--- src/rtl/camo_gate_bank_seq.sv ---
// Serially keyed bank of 2-input camouflaged gates with registered datapath.
// Optional even-parity key check: define CAMO_KEY_PARITY_EN.
module camo_gate_bank_seq #(
  parameter int NUM_GATES = 6
) (
  input  logic                 clk,
  input  logic                 rst,
  input  logic                 key_start,
  input  logic                 key_in_valid,
  input  logic                 key_in_bit,
  output logic                 key_busy,
  output logic                 armed,
  output logic                 key_err,
  input  logic                 in_valid,
  input  logic [NUM_GATES-1:0] in_a,
  input  logic [NUM_GATES-1:0] in_b,
  output logic                 out_valid,
  output logic [NUM_GATES-1:0] out_y
);

  localparam int KEY_W = 2 * NUM_GATES;
  localparam int CNT_W = $clog2(KEY_W + 2);
`ifdef CAMO_KEY_PARITY_EN
  localparam int LOAD_BITS = KEY_W + 1;
`else
  localparam int LOAD_BITS = KEY_W;
`endif
  localparam logic [CNT_W-1:0] LAST = CNT_W'(LOAD_BITS - 1);

`ifdef CAMO_KEY_PARITY_EN
  typedef enum logic [1:0] {
    IDLE, LOAD, ARMED, ERR
  } state_t;
`else
  typedef enum logic [1:0] {
    IDLE, LOAD, ARMED
  } state_t;
`endif

  state_t               state;
  logic [KEY_W-1:0]     key_sr;
  logic [KEY_W-1:0]     key_act;
  logic [KEY_W-1:0]     key_sr_nxt;
  logic [CNT_W-1:0]     cnt;
  logic [NUM_GATES-1:0] y_f;

  always_comb begin
    key_sr_nxt = key_sr | (KEY_W'(key_in_bit) << cnt);
    y_f = '0;
    for (int g = 0; g < NUM_GATES; g++) begin
      unique case (1'b1)
        key_act[2*g]:
          y_f[g] = in_a[g] ^ in_b[g];
        !key_act[2*g] && !key_act[2*g+1]:
          y_f[g] = ~(in_a[g] & in_b[g]);
        !key_act[2*g] && key_act[2*g+1]:
          y_f[g] = ~(in_a[g] | in_b[g]);
        default:
          y_f[g] = 1'b0;
      endcase
    end
  end

`ifndef CAMO_KEY_PARITY_EN
  assign key_err = 1'b0;
`endif

  always_ff @(posedge clk) begin
    if (rst) begin
      state     <= IDLE;
      key_sr    <= '0;
      key_act   <= '0;
      cnt       <= '0;
      key_busy  <= 1'b0;
      armed     <= 1'b0;
`ifdef CAMO_KEY_PARITY_EN
      key_err   <= 1'b0;
`endif
      out_valid <= 1'b0;
      out_y     <= '0;
    end else begin
      // datapath sees the key that was active before this edge
      out_valid <= in_valid & armed;
      out_y     <= armed ? y_f : '0;
      if (key_start) begin
        state    <= LOAD;
        key_sr   <= '0;
        cnt      <= '0;
        key_busy <= 1'b1;
        armed    <= 1'b0;
`ifdef CAMO_KEY_PARITY_EN
        key_err  <= 1'b0;
`endif
      end else if (state == LOAD && key_in_valid) begin
        if (cnt == LAST) begin
          cnt      <= '0;
          key_busy <= 1'b0;
`ifdef CAMO_KEY_PARITY_EN
          if (key_in_bit == ^key_sr) begin
            key_act <= key_sr;
            state   <= ARMED;
            armed   <= 1'b1;
          end else begin
            state   <= ERR;
            key_err <= 1'b1;
          end
`else
          key_act <= key_sr_nxt;
          state   <= ARMED;
          armed   <= 1'b1;
`endif
        end else begin
          key_sr <= key_sr_nxt;
          cnt    <= cnt + 1'b1;
        end
      end
    end
  end

endmodule

--- config.mk ---
export PLATFORM = sky130hd
export DESIGN_NAME = camo_gate_bank_seq
export DESIGN_NICKNAME = d
export VERILOG_FILES = /design/src/rtl/camo_gate_bank_seq.sv
export SDC_FILE = /design/constraint.sdc
export NUM_CORES = 1
export LEC_CHECK = 0
export CAP_MARGIN = 20
export CORE_MARGIN = 3
export CORE_UTILIZATION = 50
export CTS_CLUSTER_DIAMETER = 40
export DETAILED_ROUTE_END_ITERATION = 6
export PLACE_DENSITY = 0.75
export SLEW_MARGIN = 25
export SYNTH_ARGS = -nofsm -noshare
export SYNTH_HDL_FRONTEND = slang
export SYNTH_SLANG_ARGS = --single-unit
--- constraint.sdc ---
create_clock -name clk -period 4.97 [get_ports clk]
set_clock_uncertainty 0.2 [all_clocks]
set_input_delay 1.2425 -clock clk [delete_from_list [all_inputs] [get_ports clk]]
set_output_delay 1.2425 -clock clk [all_outputs]
set_load 0.1 [all_outputs]
-- Yosys cells after proc, flatten, opt, wreduce, memory -nomap -nowiden
Cells that the tools add are included.
- register bits after elaboration: 38
- input port bits: 18
- output and inout bits: 10
- word-level logic and storage cells: 93
- $add $sub $neg: 1
- equal/unequal tests: 2
- shift operators: 1
- muxes and demuxes: 13
- bitwise logic cells: 35
- reductions and logical operators: 33
- operators with widths (cell ; number):
    1-bit one-hot mux with 3 select lines ; 6
    1-bit NOT ; 15
    1-bit logical AND ; 13
    1-bit logical NOT ; 12
    12-bit OR ; 1
    1-bit by 4-bit left shift with 12-bit output ; 1
    1-bit bitwise AND ; 7
    1-bit two-way mux ; 6
    1-bit OR ; 6
    2-bit AND reduction ; 3
    1-bit bitwise XOR ; 6
    4-bit by 1-bit adder with 4-bit output (second input constant) ; 1
    4-bit == test (second input constant) ; 1
    4-bit two-way mux ; 1
    2-bit nonzero test ; 2
    2-bit OR reduction ; 2
    3-bit AND reduction ; 1
    2-bit by 1-bit == test with 1-bit output (second input constant) ; 1

-- Longest topological paths before layout
Gate-level depths: netlist (run 1).
- depth after elaboration: 4
- mapped depth: 5
- gate-level depth less buffers: 5

-- Worst setup path before layout (run 1)
No wires, ideal clock.
- kind: reg2out
- from: register state[1] (netlist name)
- to: output port armed
- arrival time: 1.043 ns
- required time: 3.528 ns
- setup slack: 2.485 ns
- stages on the path, launching flop included: 1
- path buffers: 0
- cell sequence: dfxtp_1
- RTL lines (item ; RTL line ; RTL):
    to (decl) ; 12 ; output logic armed,

==> results of run 1 <==
-- per-stage QoR --
stage | utilization | area [µm²] | instances | total power (µW) | hold WS (ps)
floorplan | - | 1800 | 209 | 340 | 225
global placement | 0.603 | 2040 | 270 | 358 | 234
detailed placement | 0.603 | 2040 | 270 | 359 | 238
CTS | 0.619 | 2100 | 277 | 514 | 253
global route | 0.619 | 2100 | 277 | 530 | 282
finish | 0.619 | 2100 | 277 | 511 | 252
-- metal layers --
metal | part of all wire | wire [µm] | track usage | vias up
li1 | - | - | - | 762
met1 | 0.47 | 1590 | 0.223 | 668
met2 | 0.46 | 1550 | 0.284 | 45
met3 | 0.065 | 221 | 0.0425 | 4
met4 | 0.010 | 34 | 0.0635 | 0
met5 | 0 | 0 | 0 | -
-- cell type report --
cell class,instances,area (µm²),area share
Multi-Input combinational cell,144,921,0.439
Sequential cell,37,741,0.353
Tap cell,46,57.6,0.0274
Timing Repair Buffer,26,260,0.124
Clock buffer,7,55.1,0.0262
Inverter,17,63.8,0.0304
-- cell families after synthesis --
logic type	Yosys count
other	1
AOI/OAI and AO/OA	55
and+or+nand+nor	74
muxes	1
DFF	37
adders and majority gates	13
buffers and inverters	28
-- state kept, by name, indices dropped and copies added (netlist names) --
| signal | cells |
|---|---|
| cnt | 4 |
| key_act | 12 |
| key_sr | 12 |
| out_valid | 1 |
| out_y | 6 |
| state | 2 |
-- cells in the mapped netlist, types with 4 or more instances --
| master | count | area (µm²) |
|---|---|---|
| inv_1 | 17 | 63.8 |
| a211oi_1 | 4 | 30.0 |
| or2_2 | 5 | 31.3 |
| nor2_1 | 15 | 56.3 |
| a21oi_1 | 22 | 110 |
| a31oi_1 | 7 | 43.8 |
| dfxtp_1 | 37 | 741 |
| ha_1 | 13 | 163 |
| nand2_1 | 18 | 67.6 |
| nand3_1 | 11 | 55.1 |
| nor3_1 | 4 | 20.0 |
| a21o_1 | 4 | 30.0 |
| o21ai_1 | 12 | 60.1 |
| nor2b_1 | 4 | 25.0 |
-- worst register-to-register path, cell delays in order (launching register included) --
cell,delay [ps]
dfxtp_1,500
ha_1,330
nand4b_1,440
nor2_1,360
a211oi_1,130
-- how the worst max path moves through the flow --
stage,from,endpoint,slack [ps],cells after the start
global route,state[0],key_busy,1380,1
global placement,state[0],key_busy,1830,1
finish,state[0],key_busy,1460,1
CTS,state[0],key_busy,1460,1
floorplan,state[1],armed,2480,0
detailed placement,key_in_valid,key_sr[10],1790,4
-- power by group --
group	switching [µW]	internal, µW
Combinational	29.0	23.8
Clock	92.0	66.8
Sequential	2.07	297
Total	123	388
==> flow_metrics.py, run 1 <==
metrics = {
    "setup_path": {
        "cpMaxStageDelayCell": "clkdlybuf4s50_1",
        "cp-end-kind": "output pin",
        "crit_family": "buffers and inverters",
        "worstPathMaxFanout": 9,
        "cp.buffers_inverters": 1,
        "cp.arrival_ps": 2070,
        "timing.rr.start": "cnt[1]",
        "ff2ff_setup_slack_ps": 2870,
        "slowest_delay_ps": 1200,
        "crit_chain": "clkdlybuf4s50_1",
        "r2r-end": "key_act[9]",
        "start_kind": "flip-flop",
        "critical_path_class": "flip-flop to output pin",
        "rr_worst_depth": 4,
        "cp.required_ps": 3530,
    },
    "clock_network": {
        "ctsResizeCount": 0,
        "post-cts-setup-buffer-count": 0,
        "cts_tree": "yes",
        "cts_buffers": 5,
        "path_clk_slew_ps": 110,
        "htreeDepth": 2,
        "clockBufferDepth": 2,
        "clkLatencyLatePin_ps": 340,
        "cts_root_buf": "clkbuf_4",
        "hold_buffers": 0,
        "clock-sinks": 37,
    },
    "floorplan": {
        "core-area_um2": 3390,
        "ios": 28,
        "die_area_um2": 4350,
        "die_h_um": 65.9,
        "start_util": 0.530,
        "fp-row-count": 21,
        "die_w_um": 65.9,
    },
    "global_routing": {
        "grt_pass1_vias": 1339,
        "grt.overflow.total": 0,
        "grt_max_degree": 18,
        "track_usage": 0.174,
        "grt_antenna_before_repair": 0,
        "grt_pass1_wl_mm": 5.89,
    },
    "power": {
        "leakage_uw": 0.000839,
        "powerDensity_nw_per_um2": 244,
        "max-vdd-ir-drop_mv": 0.186,
    },
    "placement": {
        "port_buffers": 26,
        "gp_congestion": 0.802,
        "dpl.hpwl_mm": 2.36,
        "dp_slack_ps": 1790,
    },
    "timing": {
        "rsz0062_at_grt": "no",
        "setup_viol": 0,
        "timing.slew.headroom": 0.355,
        "fmax_mhz": 285,
        "drv_slew": 0,
        "fin_crit_sh": 0.706,
        "tightestPinTransition_ps": 965,
        "tns_ps": 0,
        "period_minus_slack_ps": 3510,
        "worst_slack_ps": 1460,
        "hold_violations": 0,
    },
    "route": {
        "vias_per_cell": 5.34,
        "drt-initial-drc-count": 53,
        "wl_mm": 3.40,
        "drtAntennaViolNets": 0,
        "dr_total_vias": 1479,
        "firstDrtPassIters": 4,
        "post-route-drc-count": 0,
        "wl_per_cell_um": 12.3,
    },
    "synth": {
        "synthMuxAreaShare": 0.00557,
        "synth_top_family_by_area": "simple AND/OR/NAND/NOR gates",
        "synthAdderAreaFrac": 0.0905,
        "async_flop_share": 0,
        "syn_nets": 240,
        "synthSimpleGateAreaFrac": 0.233,
        "synth_top_flop_cell": "dfxtp_1",
        "yosys_warnings": 0,
        "synth-compound-area-share": 0.181,
        "ys_seq_area_frac": 0.412,
        "synthCells": 209,
        "synth_xor_area_frac": 0,
        "yosys_register_bits": 37,
        "synth_cell_types": 39,
        "syn_area_per_cell_um2": 8.60,
        "synth-edff-count": 0,
        "netlist_area_um2": 1800,
    },
    "worst_hold_path": {
        "hold_end": "key_sr[11]",
        "hold_path_class": "flip-flop to flip-flop",
        "worstHoldStart": "key_sr[11]",
        "hold_depth": 2,
    },
    "layout": {
        "layout_commonest_cell": "dfxtp_1",
        "syn_to_final_growth_pct": 16.8,
        "n_fill_cell": 303,
        "layout-drive-gt1-share": 0.0736,
        "final_cell_mix": "dfxtp_1, clkdlybuf4s50_1, a21oi_1",
        "num_antenna_cells": 0,
        "nNetsFinal": 262,
    },
    "outcome": {
        "status": "finished clean",
    },
    "run": {
        "max_cap_viol_count": 0,
    },
}
Power figures use the tool's default switching activity.
==> run 2: changes to the inputs <==
Settings changed: CORE_UTILIZATION 50 to 48.
Clock period 4.97 ns to 3.1 ns, I/O delays scaled along.
==> run 2 against run 1 <==
Against the previous run: first-iteration DRC count rose by 5.7%; clock-buffer cell count unchanged; worst setup slack got worse by 590 ps; sequential power rose by 61%; critical path type is now primary input to flip-flop; highest routed layer unchanged; routed wire length shrank 2.1%; power grew 93%; non-clock buffer count up 2; register-to-register slack worse by 1800 ps.
==> flow_metrics.py, run 2 (synthesized netlist as in run 1, its figures left out) <==
metrics = {
    "outcome": {
        "status": "finished clean",
    },
    "power": {
        "max-vdd-ir-drop_mv": 0.379,
        "leakage_uw": 0.000894,
        "powerDensity_nw_per_um2": 459,
    },
    "setup_path": {
        "rr_worst_depth": 4,
        "cp.buffers_inverters": 1,
        "cp.arrival_ps": 2190,
        "crit_family": "simple AND/OR/NAND/NOR gates",
        "setup.worst_path.start": "key_start",
        "timing.rr.start": "cnt[1]",
        "crit_cells": 4,
        "cp-endpoint": "key_act[9]",
        "start_kind": "primary input",
        "crit_chain": "clkdlybuf4s50_1 > nand4b_1 > nor2_1 > a211oi_1",
        "ff2ff_setup_slack_ps": 1040,
        "slowest_delay_ps": 490,
        "critical_path_class": "primary input to flip-flop",
        "cp.required_ps": 3060,
        "worstPathMaxFanout": 10,
        "cpMaxStageDelayCell": "nand4b_1",
        "r2r-end": "key_act[9]",
        "cp-end-kind": "flip-flop",
    },
    "clock_network": {
        "htreeDepth": 2,
        "post-cts-setup-buffer-count": 0,
        "hold_buffers": 0,
        "ctsResizeCount": 0,
        "cts_root_buf": "clkbuf_8",
        "path_clk_slew_ps": 70,
        "cts_tree": "yes",
        "clkLatencyLatePin_ps": 280,
        "clock-sinks": 37,
        "cts_buffers": 5,
        "clockBufferDepth": 2,
    },
    "timing": {
        "setup_viol": 0,
        "fin_crit_sh": 0.719,
        "period_minus_slack_ps": 2230,
        "hold_violations": 0,
        "tns_ps": 0,
        "timing.slew.headroom": 0.644,
        "drv_slew": 0,
        "tightestPinTransition_ps": 531,
        "rsz0062_at_grt": "no",
        "fmax_mhz": 449,
    },
    "route": {
        "drt-initial-drc-count": 56,
        "dr_total_vias": 1467,
        "post-route-drc-count": 0,
        "wl_mm": 3.32,
        "wl_per_cell_um": 11.9,
        "firstDrtPassIters": 4,
        "drtAntennaViolNets": 0,
        "vias_per_cell": 5.24,
    },
    "layout": {
        "syn_to_final_growth_pct": 19.8,
        "final_cell_mix": "dfxtp_1, a21oi_1, nand2_1",
        "layout_commonest_cell": "dfxtp_1",
        "final_cells": 280,
        "largestRegisters": "key_act x12, key_sr x12, out_y x6",
        "num_antenna_cells": 0,
        "layout-drive-gt1-share": 0.124,
        "nNetsFinal": 264,
    },
    "floorplan": {
        "core-area_um2": 3470,
        "die_h_um": 67.2,
        "ios": 28,
        "die_area_um2": 4510,
        "start_util": 0.518,
        "die_w_um": 67.2,
        "fp-row-count": 21,
    },
    "run": {
        "max_cap_viol_count": 0,
    },
    "global_routing": {
        "track_usage": 0.166,
        "grt_pass1_wl_mm": 5.75,
        "grt_antenna_before_repair": 0,
        "grt_max_degree": 14,
        "grt.overflow.total": 0,
        "grt_pass1_vias": 1331,
    },
    "placement": {
        "dp_cells": 272,
        "gp_congestion": 0.832,
        "dpl.hpwl_mm": 2.44,
        "port_buffers": 26,
    },
    "worst_hold_path": {
        "hold_path_class": "flip-flop to flip-flop",
        "worstHoldStart": "key_sr[9]",
    },
}
run 2: changes by cell type in the layout (fill, tap and decap cells not counted):
cell	previous run	this run
buf_4	0	11
bufinv_16	0	1
clkbuf_4	5	0
clkbuf_8	1	6
clkdlybuf4s50_1	26	17
run 2: cell type report:
type	count	area (µm²)
clock inverter	1	30.0
clock buffer	7	86.3
timing repair buffer	28	253
multi-input combinational	144	921
tap	46	57.6
fill	319	1320
inverter	17	63.8
sequential	37	741
run 2: how the worst min path moves through the flow:
stage | slack [ps] | cells after the start | to
floorplan | 230 | 2 | key_sr[11]
global placement | 230 | 2 | key_sr[9]
detailed placement | 240 | 2 | key_sr[9]
CTS | 250 | 2 | key_sr[9]
global route | 280 | 2 | key_sr[10]
finish | 250 | 2 | key_sr[9]
run 2: metal layers:
| metal | wire length (µm) | GRT usage | vias up |
|---|---|---|---|
| met5 | 0 | 0 | - |
| met4 | 65 | 0.0785 | 0 |
| met3 | 176 | 0.0399 | 7 |
| met2 | 1500 | 0.265 | 33 |
| met1 | 1590 | 0.210 | 656 |
| li1 | - | - | 771 |
run 2: tightest hold or removal path, stage by stage (launching register included):
cell and delay (ps):
dfxtp_1 310, nand2_1 50, o21ai_1 50
run 2: metrics by stage:
stage	setup WS (ps)	total power, µW	util	hold slack [ps]	area [µm²]
final	872	988	0.620	247	2150
after global routing	735	1030	0.620	282	2150
after CTS	876	998	0.620	251	2150
after detailed placement	570	576	0.587	240	2040
after global placement	611	575	0.587	232	2040
after floorplan	898	544	-	225	1800
run 2: report_power, final:
part	switching (µW)	internal (µW)
logic	45.6	39.1
registers	3.38	477
clock network	161	262
total	210	778
==> run 3: changes to the inputs <==
Settings changed: CORE_UTILIZATION 48 to 50.
Clock period 3.1 ns to 2.2 ns, I/O delays scaled along.
==> run 3 against run 2 <==
Against the previous run: combinational power is 53% higher; critical path type is now flip-flop to output pin; via count is 3.8% higher; die area is 3.6% lower; routed wire length is 2.6% higher; hold slack better by 1.9 ps; sequential cell count stayed put; register-to-register slack worse by 690 ps; worst setup slack worse by 550 ps; highest routed layer unchanged.
==> flow_metrics.py, run 3 (synthesized netlist as in run 1, its figures left out) <==
metrics = {
    "setup_path": {
        "cp-end-kind": "output pin",
        "cp.arrival_ps": 1130,
        "crit_chain": "buf_12",
        "cpMaxStageDelayCell": "dfxtp_1",
        "rr_worst_depth": 5,
        "cp.buffers_inverters": 1,
        "r2r-end": "key_act[5]",
        "slowest_delay_ps": 550,
        "critical_path_class": "flip-flop to output pin",
        "timing.rr.start": "cnt[0]",
        "worstPathMaxFanout": 7,
        "start_kind": "flip-flop",
        "ff2ff_setup_slack_ps": 350,
        "cp.required_ps": 1450,
        "crit_family": "flip-flops",
    },
    "timing": {
        "setup_viol": 0,
        "worst_slack_ps": 323,
        "rsz0062_at_grt": "no",
        "fmax_mhz": 533,
        "fin_crit_sh": 0.853,
        "tns_ps": 0,
        "hold_slack_ps": 249,
        "drv_slew": 0,
        "period_minus_slack_ps": 1880,
        "hold_violations": 0,
    },
    "clock_network": {
        "clockBufferDepth": 2,
        "cts_buffers": 5,
        "path_clk_slew_ps": 110,
        "post-cts-setup-buffer-count": 0,
        "hold_buffers": 0,
        "cts_tree": "yes",
        "ctsResizeCount": 0,
        "cts_root_buf": "clkbuf_4",
        "clock-sinks": 37,
        "clkLatencyLatePin_ps": 350,
        "htreeDepth": 2,
    },
    "global_routing": {
        "grt_pass1_vias": 1434,
        "track_usage": 0.180,
        "grt_max_degree": 13,
        "grt_antenna_before_repair": 0,
        "grt.overflow.total": 0,
        "grt_pass1_wl_mm": 5.98,
    },
    "layout": {
        "syn_to_final_growth_pct": 27.3,
        "nNetsFinal": 271,
        "layout-drive-gt1-share": 0.154,
        "final_cell_mix": "dfxtp_1, a21oi_1, nand2_1",
        "final_cells": 287,
        "layout_commonest_cell": "dfxtp_1",
        "largestRegisters": "key_act x12, key_sr x12, out_y x6",
        "num_antenna_cells": 0,
    },
    "worst_hold_path": {
        "hold_path_class": "flip-flop to flip-flop",
        "hold_end": "key_sr[11]",
        "worstHoldStart": "key_sr[11]",
        "hold_depth": 2,
    },
    "floorplan": {
        "die_area_um2": 4350,
        "start_util": 0.530,
        "ios": 28,
        "fp-row-count": 21,
        "die_w_um": 65.9,
        "die_h_um": 65.9,
        "core-area_um2": 3390,
    },
    "route": {
        "drtAntennaViolNets": 0,
        "dr_total_vias": 1523,
        "wl_per_cell_um": 11.9,
        "drt-initial-drc-count": 61,
        "wl_mm": 3.41,
        "post-route-drc-count": 0,
        "vias_per_cell": 5.31,
        "firstDrtPassIters": 4,
    },
    "placement": {
        "dp_cells": 279,
        "dpl.hpwl_mm": 2.50,
        "gp_congestion": 0.829,
        "dp_slack_ps": 31.4,
        "port_buffers": 26,
    },
    "outcome": {
        "status": "finished clean",
    },
    "power": {
        "leakage_uw": 0.000941,
        "powerDensity_nw_per_um2": 569,
        "power.total_uw": 1300,
        "max-vdd-ir-drop_mv": 0.518,
    },
    "run": {
        "max_cap_viol_count": 0,
    },
}
## run 3: cell count changes in the layout (fill, tap and decap cells not counted)
cell      before  now
buf_12         0    9
clkbuf_4       0    5
clkbuf_8       6    1
buf_4         11    9
dfxtp_1       37   36
dfxtp_2        0    1
## run 3: per-stage QoR
| step | util | cell area [µm²] |
|---|---|---|
| 2_1_floorplan | - | 1800 |
| 3_3_place_gp | 0.650 | 2200 |
| 3_5_place_dp | 0.650 | 2200 |
| 4_1_cts | 0.675 | 2290 |
| 5_1_grt | 0.675 | 2290 |
| 6_report | 0.675 | 2290 |
## run 3: worst reg2reg max path: stages (launching register included)
cell	delay [ps]
dfxtp_1	470
ha_1	330
and4b_1	370
buf_4	190
nand3_1	90
a21oi_1	130
## run 3: where the power goes
group          internal [µW]  switching, µW  total (µW)
Clock                    271            223         494
Combinational           63.5           66.1         130
Sequential               672           5.92         678
## run 3: worst max path at each step
stage	cells past startpoint	to	startpoint	slack (ps)
2_1_floorplan	4	state[1]	state[1]	230
3_3_place_gp	4	key_act[8]	key_in_valid	60
3_5_place_dp	4	key_act[9]	key_in_valid	30
4_1_cts	1	armed	state[1]	300
5_1_grt	5	key_act[2]	cnt[0]	220
6_report	1	armed	state[1]	320
## run 3: layout make-up
class,instances,area (µm²)
Fill cell,288,1100
Clock inverter,1,30.0
Tap cell,46,57.6
Clock buffer,7,55.1
Inverter,17,63.8
Timing Repair Buffer,35,418
Sequential cell,37,742
Multi-Input combinational cell,144,921
## run 3: routing by layer
metal | part of all wire | vias to the layer above | global-route usage
li1 | - | 783 | -
met1 | 0.47 | 700 | 0.213
met2 | 0.45 | 30 | 0.284
met3 | 0.051 | 10 | 0.0442
met4 | 0.031 | 0 | 0.124
met5 | 0 | - | 0
